File: src/rtl/odd_even_sort_engine.sv
// Batch sorter: loads NUM_ELEM words, runs NUM_ELEM odd-even transposition phases,
// then streams the words out in ascending order with a valid/ready handshake.
module odd_even_sort_engine #(
    parameter int unsigned SIZE_DATA = 8,
    parameter int unsigned NUM_ELEM  = 8
) (
    input  logic                 i_clk,
    input  logic                 i_rst,
    input  logic                 i_valid,
    input  logic [SIZE_DATA-1:0] i_data,
    output logic                 o_ready,
    output logic                 o_valid,
    output logic [SIZE_DATA-1:0] o_data,
    output logic                 o_last,
    input  logic                 i_ready,
    output logic                 o_busy
);

    localparam int unsigned IdxW = $clog2(NUM_ELEM);
    localparam logic [IdxW-1:0] LastIdx = IdxW'(NUM_ELEM - 1);

    typedef enum logic [1:0] {StLoad, StSort, StDrain} state_e;

    state_e               state_q, state_d;
    logic [IdxW-1:0]      idx_q;
    logic [IdxW-1:0]      phase_q;
    logic [SIZE_DATA-1:0] arr_q   [NUM_ELEM];
    logic [SIZE_DATA-1:0] arr_swp [NUM_ELEM];
    logic                 accept;
    logic                 drain_hs;

    // Pairs are disjoint within a phase, so every swap reads the registered array.
    always_comb begin
        arr_swp = arr_q;
        for (int i = 0; i < NUM_ELEM - 1; i++) begin
            if (1'(i % 2) == phase_q[0]) begin
                if (arr_q[i] > arr_q[i+1]) begin
                    arr_swp[i]   = arr_q[i+1];
                    arr_swp[i+1] = arr_q[i];
                end
            end
        end
    end

    always_comb begin
        state_d  = state_q;
        accept   = 1'b0;
        drain_hs = 1'b0;
        o_ready  = 1'b0;
        o_valid  = 1'b0;
        o_last   = 1'b0;
        o_busy   = 1'b0;
        unique case (state_q)
            StLoad: begin
                o_ready = !i_rst;
                accept  = i_valid;
                if (i_valid && idx_q == LastIdx) state_d = StSort;
            end
            StSort: begin
                o_busy = 1'b1;
                if (phase_q == LastIdx) state_d = StDrain;
            end
            StDrain: begin
                o_busy   = 1'b1;
                o_valid  = 1'b1;
                o_last   = (idx_q == LastIdx);
                drain_hs = i_ready;
                if (i_ready && idx_q == LastIdx) state_d = StLoad;
            end
            default: state_d = StLoad;
        endcase
    end

    assign o_data = arr_q[idx_q];

    always_ff @(posedge i_clk) begin
        if (i_rst) state_q <= StLoad;
        else       state_q <= state_d;
    end

    always_ff @(posedge i_clk) begin
        if (i_rst) begin
            idx_q   <= '0;
            phase_q <= '0;
            arr_q   <= '{default: '0};
        end else begin
            unique case (state_q)
                StLoad: begin
                    if (accept) begin
                        arr_q[idx_q] <= i_data;
                        if (idx_q == LastIdx) begin
                            idx_q   <= '0;
                            phase_q <= '0;
                        end else begin
                            idx_q <= idx_q + 1'b1;
                        end
                    end
                end
                StSort: begin
                    arr_q   <= arr_swp;
                    phase_q <= (phase_q == LastIdx) ? '0 : phase_q + 1'b1;
                end
                StDrain: begin
                    if (drain_hs) idx_q <= (idx_q == LastIdx) ? '0 : idx_q + 1'b1;
                end
                default: ;
            endcase
        end
    end

endmodule

File: config.mk
export PLATFORM = sky130hd
export DESIGN_NAME = odd_even_sort_engine
export DESIGN_NICKNAME = d
export VERILOG_FILES = /design/src/rtl/odd_even_sort_engine.sv
export SDC_FILE = /design/constraint.sdc
export NUM_CORES = 1
export LEC_CHECK = 0
export BUFFER_PORTS_ARGS = -buffer_cell sky130_fd_sc_hd__buf_2
export CAP_MARGIN = 30
export CORE_MARGIN = 5
export CORE_UTILIZATION = 45
export CTS_BUF_LIST = sky130_fd_sc_hd__clkbuf_2
export DETAILED_ROUTE_END_ITERATION = 6
export PLACE_DENSITY_LB_ADDON = 0.08
export SLEW_MARGIN = 20
export SYNTH_ARGS = -nofsm -noshare
export SYNTH_HDL_FRONTEND = slang
export SYNTH_SLANG_ARGS = --single-unit
File: constraint.sdc
create_clock -name i_clk -period 3.7 [get_ports i_clk]
set_input_delay 0.185 -clock i_clk [delete_from_list [all_inputs] [get_ports i_clk]]
set_output_delay 0.185 -clock i_clk [all_outputs]
set_load 0.02 [all_outputs]
==> results of run 1 <==
critical path, stage by stage, from the launching register on:
cell     delay [ps]
dfxtp_1         580
inv_1           110
ha_1            340
a211o_1         280
a21oi_2         140
and3_1          550
or2_1           740
o211a_1         240
o22ai_2          70
worst max path at each step:
stage	end	slack, ps	depth (start not counted)
after floorplan	arr_q[18]	1690	10
after global placement	arr_q[20]	720	8
after detailed placement	arr_q[21]	650	8
after CTS	arr_q[21]	610	8
after global routing	arr_q[21]	420	8
final	arr_q[17]	540	8
power by group through the flow:
stage / sequential [mW] / clock [mW] / combinational (mW)
3_5_place_dp: 0.873 / 0 / 0.548
3_3_place_gp: 0.873 / 0 / 0.534
2_1_floorplan: 0.841 / 0 / 0.437
5_1_grt: 0.864 / 0.633 / 0.623
6_report: 0.862 / 0.604 / 0.573
4_1_cts: 0.858 / 0.611 / 0.558
kinds of logic (layout without fill, tap and decap cells):
family,count (synthesis),count (layout),synth area share [%]
flip-flops,72,72,20.7
buffers and inverters,126,135,8.62
multiplexers,46,46,6.63
AND/OR/NAND/NOR,232,232,18.6
adder cells (fa/ha/maj),63,63,11.3
AO/OA/AOI/OAI,322,322,34.1
sequential cells by signal, indices dropped and copies added, names as in the netlist:
register	cells
arr_q	64
idx_q	3
phase_q	3
state_q	2
routing by layer:
metal	routed length [um]	global-route usage, %	vias up
met5	0	0	-
met3	2230	5.51	76
met2	11700	45.4	385
li1	-	-	3315
met1	11300	39.0	3457
met4	1340	14.3	0
cells in the final DEF (no fill, tap or decap), drive strengths merged, types with 7 or more instances in the layout:
master,netlist,layout
o31ai,13,13
mux2i,45,45
dfxtp,72,72
a22o,7,7
dlygate4sd3,0,9
o21ai,94,94
nor2b,12,12
nor2,76,76
a211oi,13,13
ha,63,63
nor4,8,8
nand2,49,49
clkbuf,24,9
nand3,10,10
o311ai,9,9
o2111ai,9,9
nor3,10,10
a22oi,46,46
buf,36,44
o22ai,11,11
o22a,7,7
a31oi,8,8
a21oi,40,40
nand4,34,34
inv,66,69
a41o,13,13
final cells by class:
cell class | instances | area, sq um
clock buffers | 9 | 45.0
clock inverters | 7 | 103
repair buffers | 53 | 363
well taps | 188 | 235
fillers | 1490 | 7840
multi-input cells | 663 | 4930
flip-flops and latches | 72 | 1440
inverters | 66 | 248
what timing repair did:
action / in CTS / in global routing
setup buffers: 0 / 0
hold buffers: 9 / 0
hold endpoints to repair: 11 / 0
==> impl_results.md, run 1 <==
- Distinct cells, synth: between 80 and 90
- Max IR drop VDD: 204 uV
- Reg2Reg Setup Slack: between 500 and 600 ps
- R2R Path End: arr_q[17]
- Yosys warning count: 0
- Global-route wire length before repair: between 40000 and 50000 um
- Hold Crit Endpoint: idx_q[1]
- PD cells: about 280 nW/um^2
- Final Cycle Share: about 85%
- Crit end category: flop
- TNS Setup: 0 ps
- Sequential fraction of design power: a little over two fifths
- Post_cts resized: 0
- RSZ-0062 raised after global routing: false
- Worst setup margin: roughly 540 ps
- Yosys reg bits: 72
- Final Total Pwr: 2.04 mW
- Synth area leaders: dfxtp_1 (21%), ha_1 (11%), mux2i_1 (6.5%)
- CP arrival: 3690 ps
- Pre-CTS setup slack: about 650 ps
- EDFF count, synth: 0
- Reg-to-Reg Start: arr_q[21]
- Antenna viol nets, final: 0
- Clock sink count: between 70 and 80
- Vias: slightly above 7000
- Initial antenna violation count: 0
- Clk Latency, worst-skew pair: between 600 and 700 ps
- Port Buffer Count: 23
- Diode count: 0
- Hold_sp: i_valid
- Starting DRT DRC Count: around 800
- Post-synth top area share: 20.7%
- TritonCTS clock tree: done
- Gate Count Post-Synth: roughly 860
- Clock network power share: between 20 and 30%
- Average wire per standard cell: ~25 um
- Die width: 134 um
- Syn Nets: between 900 and 1000
- Largest net degree at the start of global routing: 52
- Final net count: 940
- Max-Cap Viols: 0
- Cell area after synthesis: 6960 sq um
- Synth-to-layout area growth: 5.73%
- Ratio of cells with drive above 1 in the final layout: about 15%
- Least-Margin Pin Slew: a little under 1000 ps
- Hold WS: between 100 and 150 ps
- Most used DFF post-synth: dfxtp_1
- Final max-slew violation count: 0
- Die Height: between 100 and 150 um
- Cell Count, Final, Fillers Out: 1058
- Post-synth top area cell: dfxtp_1
- Final HPWL DP: 19100 um
- Fmax: about 320 MHz
- Setup CP Type: reg -> reg
- Std-Cell Rows: between 40 and 50
- Post-synth top cells: nor2_1 (74), dfxtp_1 (72), inv_1 (65), o21ai_0 (65), ha_1 (63)
- Total GRT Usage: just under 30%
- Static leakage: ~2.6 nW
- Initial DRT Pass Iterations: 5
- Initial Utilization: between 40 and 50%
- Core Box Area: ~15000 sq um
- Dpl cells: roughly 1000
- Vias per inst: between 6 and 7
- Worst Skew: between 20 and 30 ps
- Top-count cell post-synth: nor2_1
- I/O pin count: 24
- Status: finished, final reports clean
- Max H-tree Level: 3
- Max Buffers Root-to-Sink: 2
- Seq/Total Area, Yosys: between 20% and 30%
- Fin. Hold Viols: 0
- Ys async rst share: 0%
- Root buf cell: clkbuf_2
- CP required: 4240 ps
- Switching power: 0.808 mW
- Reg clk slew, reported paths: around 260 ps
- Syn Area/Cell: between 8 and 9 sq um
- DIE AREA: ~18000 sq um
- Fin crit period: roughly 3200 ps
- Hold path cells: 4
- Worst Setup SP: arr_q[21]
- Grt total ovfl: 0
- Net Sw Frac: 39.6%
- Final core utilization: 48.4%
- R2R depth: 8
- Post-route cell area: about 7400 sq um
- Crit Path Max Fanout: 17
- Startpoint Class: flop
- Final WL: about 27000 um
- Total CTS buffers: 9
- Hold Crit Class: in -> reg
- Vias in the first global route: approximately 7000
- DRC Markers: 0
- Final Setup Violations: 0
- Pint: approximately 1.2 mW
- Combinational Power Share: 28.1%
- Placed instance area: slightly above 7000 sq um
- RePlAce Congestion: between 0.9 and 1
- Slew margin rel.: between 30 and 40%
(Power assumes the default switching activity.)
==> run 2: changes to the inputs <==
--- a/config.mk
+++ b/config.mk
@@ -14,3 +14,2 @@
 export PLACE_DENSITY_LB_ADDON = 0.08
-export SLEW_MARGIN = 20
 export SYNTH_ARGS = -nofsm -noshare
==> constraint.sdc (replaced) <==
create_clock -name i_clk -period 3.7 [get_ports i_clk]
set_input_delay 0.37 -clock i_clk [delete_from_list [all_inputs] [get_ports i_clk]]
set_output_delay 0.37 -clock i_clk [all_outputs]
set_load 0.02 [all_outputs]
==> run 2 against run 1 <==
  * Cell count is 0.47% lower
  * Largest cell class unchanged
  * Sequential cell count stayed put
  * Highest routed layer unchanged
  * Count of clock-buffer cells in the layout is 1 higher
  * Clock skew is 0.64 ps higher
  * Sequential share of layout area is 0.070 points higher
  * Wire length hardly changed
  * Clock power is 16% higher
==> impl_results.md, run 2 (same netlist as run 1, synthesis figures left out) <==
- Status: finished, final reports clean
- Slew margin rel.: 36.0%
- Fmax: ~320 MHz
- Vias per inst: between 6 and 7
- PD cells: 291 nW/um^2
- Hold Crit Class: in -> reg
- Initial antenna violation count: 0
- DRC Markers: 0
- Vias in the first global route: roughly 6700
- Static leakage: between 2 and 3 nW
- Final Setup Violations: 0
- CP arrival: 2730 ps
- Worst Skew: 26.4 ps
- Die Height: ~130 um
- Least-Margin Pin Slew: 959 ps
- Max Buffers Root-to-Sink: 2
- Final max-slew violation count: 0
- Final net count: around 940
- Largest net degree at the start of global routing: 63
- Clock sink count: ~70
- Core Box Area: between 15000 and 20000 sq um
- Diode count: 0
- Initial DRT Pass Iterations: 5
- Final WL: 26500 um
- RSZ-0062 raised after global routing: false
- Final HPWL DP: 18900 um
- Final core utilization: about half
- Ratio of cells with drive above 1 in the final layout: between 15 and 20%
- Initial Utilization: roughly 46%
- Commonest non-fill, non-tap cell in the layout: nor2_1
- Top reg by flops: arr_q
- Root buf cell: clkbuf_2
- Max H-tree Level: 3
- TNS Setup: 0 ps
- Total CTS buffers: 9
- Post-route cell area: 7340 sq um
- TritonCTS clock tree: done
- Global-route wire length before repair: approximately 40000 um
- Final Cycle Share: 83.7%
- Setup CP Type: reg -> out
- Vias: slightly above 7000
- Commonest non-fill, non-tap cells in the layout: nor2_1 (74), dfxtp_1 (72), inv_1 (65), o21ai_0 (65), ha_1 (62)
- Post_cts resized: 0
- Fin. Hold Viols: 0
- DIE AREA: 18100 sq um
- Cell Count, Final, Fillers Out: ~1100
- Reg clk slew, reported paths: approximately 220 ps
- Fin crit period: approximately 3100 ps
- Total GRT Usage: between 20 and 30%
- Hold-fix buffers, CTS: 0
- Filler cell count in the final layout: about 1500
- Placed instance area: 7150 sq um
- Crit Path Max Fanout: 16
- Average wire per standard cell: 25.2 um
- Synth-to-layout area growth: 5.35%
- Max IR drop VDD: about 200 uV
- CP required: around 3300 ps
- I/O pin count: 24
- Crit end category: output pin
- Die width: 134 um
- Starting DRT DRC Count: slightly below 700
- Max-Cap Viols: 0
- Largest regs: arr_q x64, idx_q x3, phase_q x3
- Dpl cells: between 1000 and 1500
- Grt total ovfl: 0
- Antenna viol nets, final: 0
- Port Buffer Count: 23
- Std-Cell Rows: 45
- Largest register FFs: 64
- Startpoint Class: flop
- RePlAce Congestion: between 0.9 and 1
- Clk Latency, worst-skew pair: 600 ps
- Postcts setup bufs: 0
-- run 2: cell types whose count changed in the layout (fill, tap and decap cells not counted), sizes merged --
cell and delta:
inv -3, dlygate4sd3 -9, clkbuf +1, buf +4, bufinv +2
-- run 2: area by class of cell --
type / instances / area [sq um] / area share (%)
Timing Repair Buffer: 48 / 303 / 4.13
Inverter: 66 / 248 / 3.38
Clock buffer: 10 / 50.0 / 0.682
Clock inverter: 6 / 131 / 1.79
Sequential cell: 72 / 1440 / 19.6
Multi-Input combinational cell: 663 / 4930 / 67.2
Tap cell: 188 / 235 / 3.21
-- run 2: worst paths after layout --
kind	slack, ps	endpoint	cells after the start	from
max	600	o_data[6]	5	idx_q[1]
min	160	arr_q[3]	3	i_data[3]
max reg2reg	800	arr_q[28]	9	arr_q[21]
min reg2reg	560	phase_q[1]	2	phase_q[1]
-- run 2: critical path, cell delays in order (launching register included) --
cell	delay, ps
dfxtp_1	880
nand2_1	140
nor2_2	480
a22oi_1	190
nand4_1	230
buf_2	210
-- run 2: metal layers --
| layer | global-route usage [%] | share of wire [%] |
|---|---|---|
| met4 | 12.1 | 3.8 |
| met1 | 40.3 | 44 |
| met2 | 45.1 | 44 |
| met5 | 0 | 0 |
| met3 | 4.54 | 7.7 |
-- run 2: power by group --
group	internal, mW	switching [mW]	leakage (nW)
sequential	0.802	0.0538	0.583
clock	0.358	0.344	0.0998
combinational	0.194	0.385	1.95
total	1.35	0.783	2.63
-- run 2: through the flow --
stage	hold WS (ps)	worst slack (ps)	power [mW]
after floorplan	481	1690	1.28
after global placement	495	901	1.42
after detailed placement	517	881	1.43
after CTS	107	633	2.12
after global routing	158	474	2.22
final	163	601	2.14
==> run 3: changes to the inputs <==
Clock period 3.7 ns to 3 ns, I/O delays scaled along.
==> run 3 against run 2 <==
  * Hold slack worse by 130 ps
  * First-iteration DRC count is 24% higher
  * Total power is 9.9% higher
  * Via count hardly changed
  * Sequential power is 23% higher
  * Wire length is 3.6% lower
  * Clock skew is 6.1 ps lower
  * Final area is 0.53% higher
  * Critical path depth stayed put
==> impl_results.md, run 3 (same netlist as run 1, synthesis figures left out) <==
- Status: finished, final reports clean
- Root buf cell: clkbuf_2
- Setup CP Type: reg -> out
- Final WL: between 20000 and 30000 um
- Clk Latency, worst-skew pair: roughly 630 ps
- Fmax: 360 MHz
- Largest register FFs: 64
- Grt total ovfl: 0
- Static leakage: roughly 2.7 nW
- Final Setup Violations: 0
- Fin. Hold Viols: 0
- Crit Path Max Fanout: 16
- I/O pin count: 24
- Commonest non-fill, non-tap cells in the layout: nor2_1 (74), dfxtp_1 (69), inv_1 (65), o21ai_0 (65), ha_1 (62)
- Reg clk slew, reported paths: 250 ps
- RePlAce Congestion: approximately 0.94
- Vias in the first global route: between 6000 and 7000
- Die width: 134 um
- Starting DRT DRC Count: between 800 and 900
- Least-Margin Pin Slew: 923 ps
- Max IR drop VDD: between 200 and 250 uV
- Fin crit period: 2780 ps
- Total CTS buffers: 9
- Synth-to-layout area growth: 5.91%
- Final max-slew violation count: 0
- Global-route wire length before repair: around 40000 um
- Port Buffer Count: 23
- Max-Cap Viols: 0
- Largest net degree at the start of global routing: roughly 60
- Die Height: about 130 um
- TNS Setup: 0 ps
- Average wire per standard cell: approximately 24 um
- CP Cell Sequence: nand2_1 > nor2_2 > a22oi_1 > nand4_1 > buf_2
- Startpoint Class: flop
- Commonest non-fill, non-tap cell in the layout: nor2_1
- Initial antenna violation count: 0
- Vias: between 7000 and 8000
- Slew margin rel.: about 38%
- Worst setup margin: 223 ps
- Max H-tree Level: 3
- Hold Crit Class: in -> reg
- CP max stage delay: 650 ps
- DRC Markers: 0
- Final net count: 949
- Initial DRT Pass Iterations: 5
- CP required: about 2700 ps
- Pre-CTS setup slack: about 510 ps
- DIE AREA: ~18000 sq um
- Max Buffers Root-to-Sink: 2
- Std-Cell Rows: 45
- CP max stage cell: dfxtp_2
- Ratio of cells with drive above 1 in the final layout: about 17%
- Core Box Area: approximately 15000 sq um
- CP arrival: 2480 ps
- PD cells: approximately 320 nW/um^2
- Final Cycle Share: about 93%
- Clock sink count: 72
- Top reg by flops: arr_q
- Worst Skew: just over 20 ps
- Antenna viol nets, final: 0
- Final Total Pwr: 2.35 mW
- Total GRT Usage: 28.3%
- Initial Utilization: between 40% and 50%
- Crit end category: output pin
- Largest regs: arr_q x64, idx_q x3, phase_q x3
- Final HPWL DP: ~19000 um
- TritonCTS clock tree: done
- Vias per inst: ~6.7
- RSZ-0062 raised after global routing: false
[run 3: changes by cell type in the layout (fill, tap and decap cells not counted), sizes merged, moves of 2 or more]
| cell | before | now |
|---|---|---|
| buf | 48 | 60 |
| bufinv | 4 | 0 |
| clkinv | 1 | 3 |
| dlygate4sd3 | 0 | 2 |
| inv | 66 | 68 |
[run 3: layout make-up]
cell class | count | area, sq um
Tap cell | 188 | 235
Sequential cell | 72 | 1450
Clock inverter | 7 | 55.1
Timing Repair Buffer | 62 | 417
Clock buffer | 9 | 45.0
Inverter | 66 | 248
Antenna cell | 1 | 2.50
Multi-Input combinational cell | 663 | 4930
Fill cell | 1512 | 7830
[run 3: final timing paths]
kind / slack, ps / cells after the start / from / end
worst min register to register: 560 / 2 / phase_q[1] / phase_q[1]
worst max register to register: 430 / 6 / arr_q[13] / arr_q[9]
worst min-delay path: 30 / 3 / i_data[3] / arr_q[3]
worst max-delay path: 220 / 5 / idx_q[1] / o_data[6]
[run 3: per-stage QoR]
| stage | hold slack (ps) | util [%] | std cells | cell area [sq um] |
|---|---|---|---|---|
| final | 29.7 | 48.5 | 1068 | 7380 |
| after global routing | 16.2 | 48.5 | 1067 | 7370 |
| after CTS | 4.73 | 48.4 | 1066 | 7360 |
| after detailed placement | 512 | 47.7 | 1049 | 7250 |
| after global placement | 496 | 47.6 | 1048 | 7240 |
| after floorplan | 481 | - | 861 | 6960 |
[run 3: worst max-delay path: cells and delay by family (launching register included)]
kind,cells,cell delay [ps]
AO/OA/AOI/OAI,1,220
buffers and inverters,1,200
flip-flops,1,650
AND/OR/NAND/NOR,3,790
[run 3: what timing repair did]
action | 4_1_cts | 5_1_grt
hold buffers | 1 | 1
endpoints found under the setup margin | 2 | 8
gates resized for setup | 1 | 2
setup buffers | 0 | 0
hold endpoints to repair | 1 | 1
pin swaps | 0 | 0
[run 3: layer usage]
layer | global-route usage (%) | vias up | share of wire [%]
li1 | - | 3336 | -
met1 | 38.9 | 3362 | 43
met2 | 43.0 | 379 | 44
met3 | 5.78 | 75 | 8.7
met4 | 12.2 | 0 | 4.5
met5 | 0 | - | 0
[run 3: where the power goes]
part           internal (mW)  switching [mW]  total [mW]
logic                  0.262           0.471       0.733
registers              0.990          0.0627        1.05
clock network          0.116           0.447       0.563
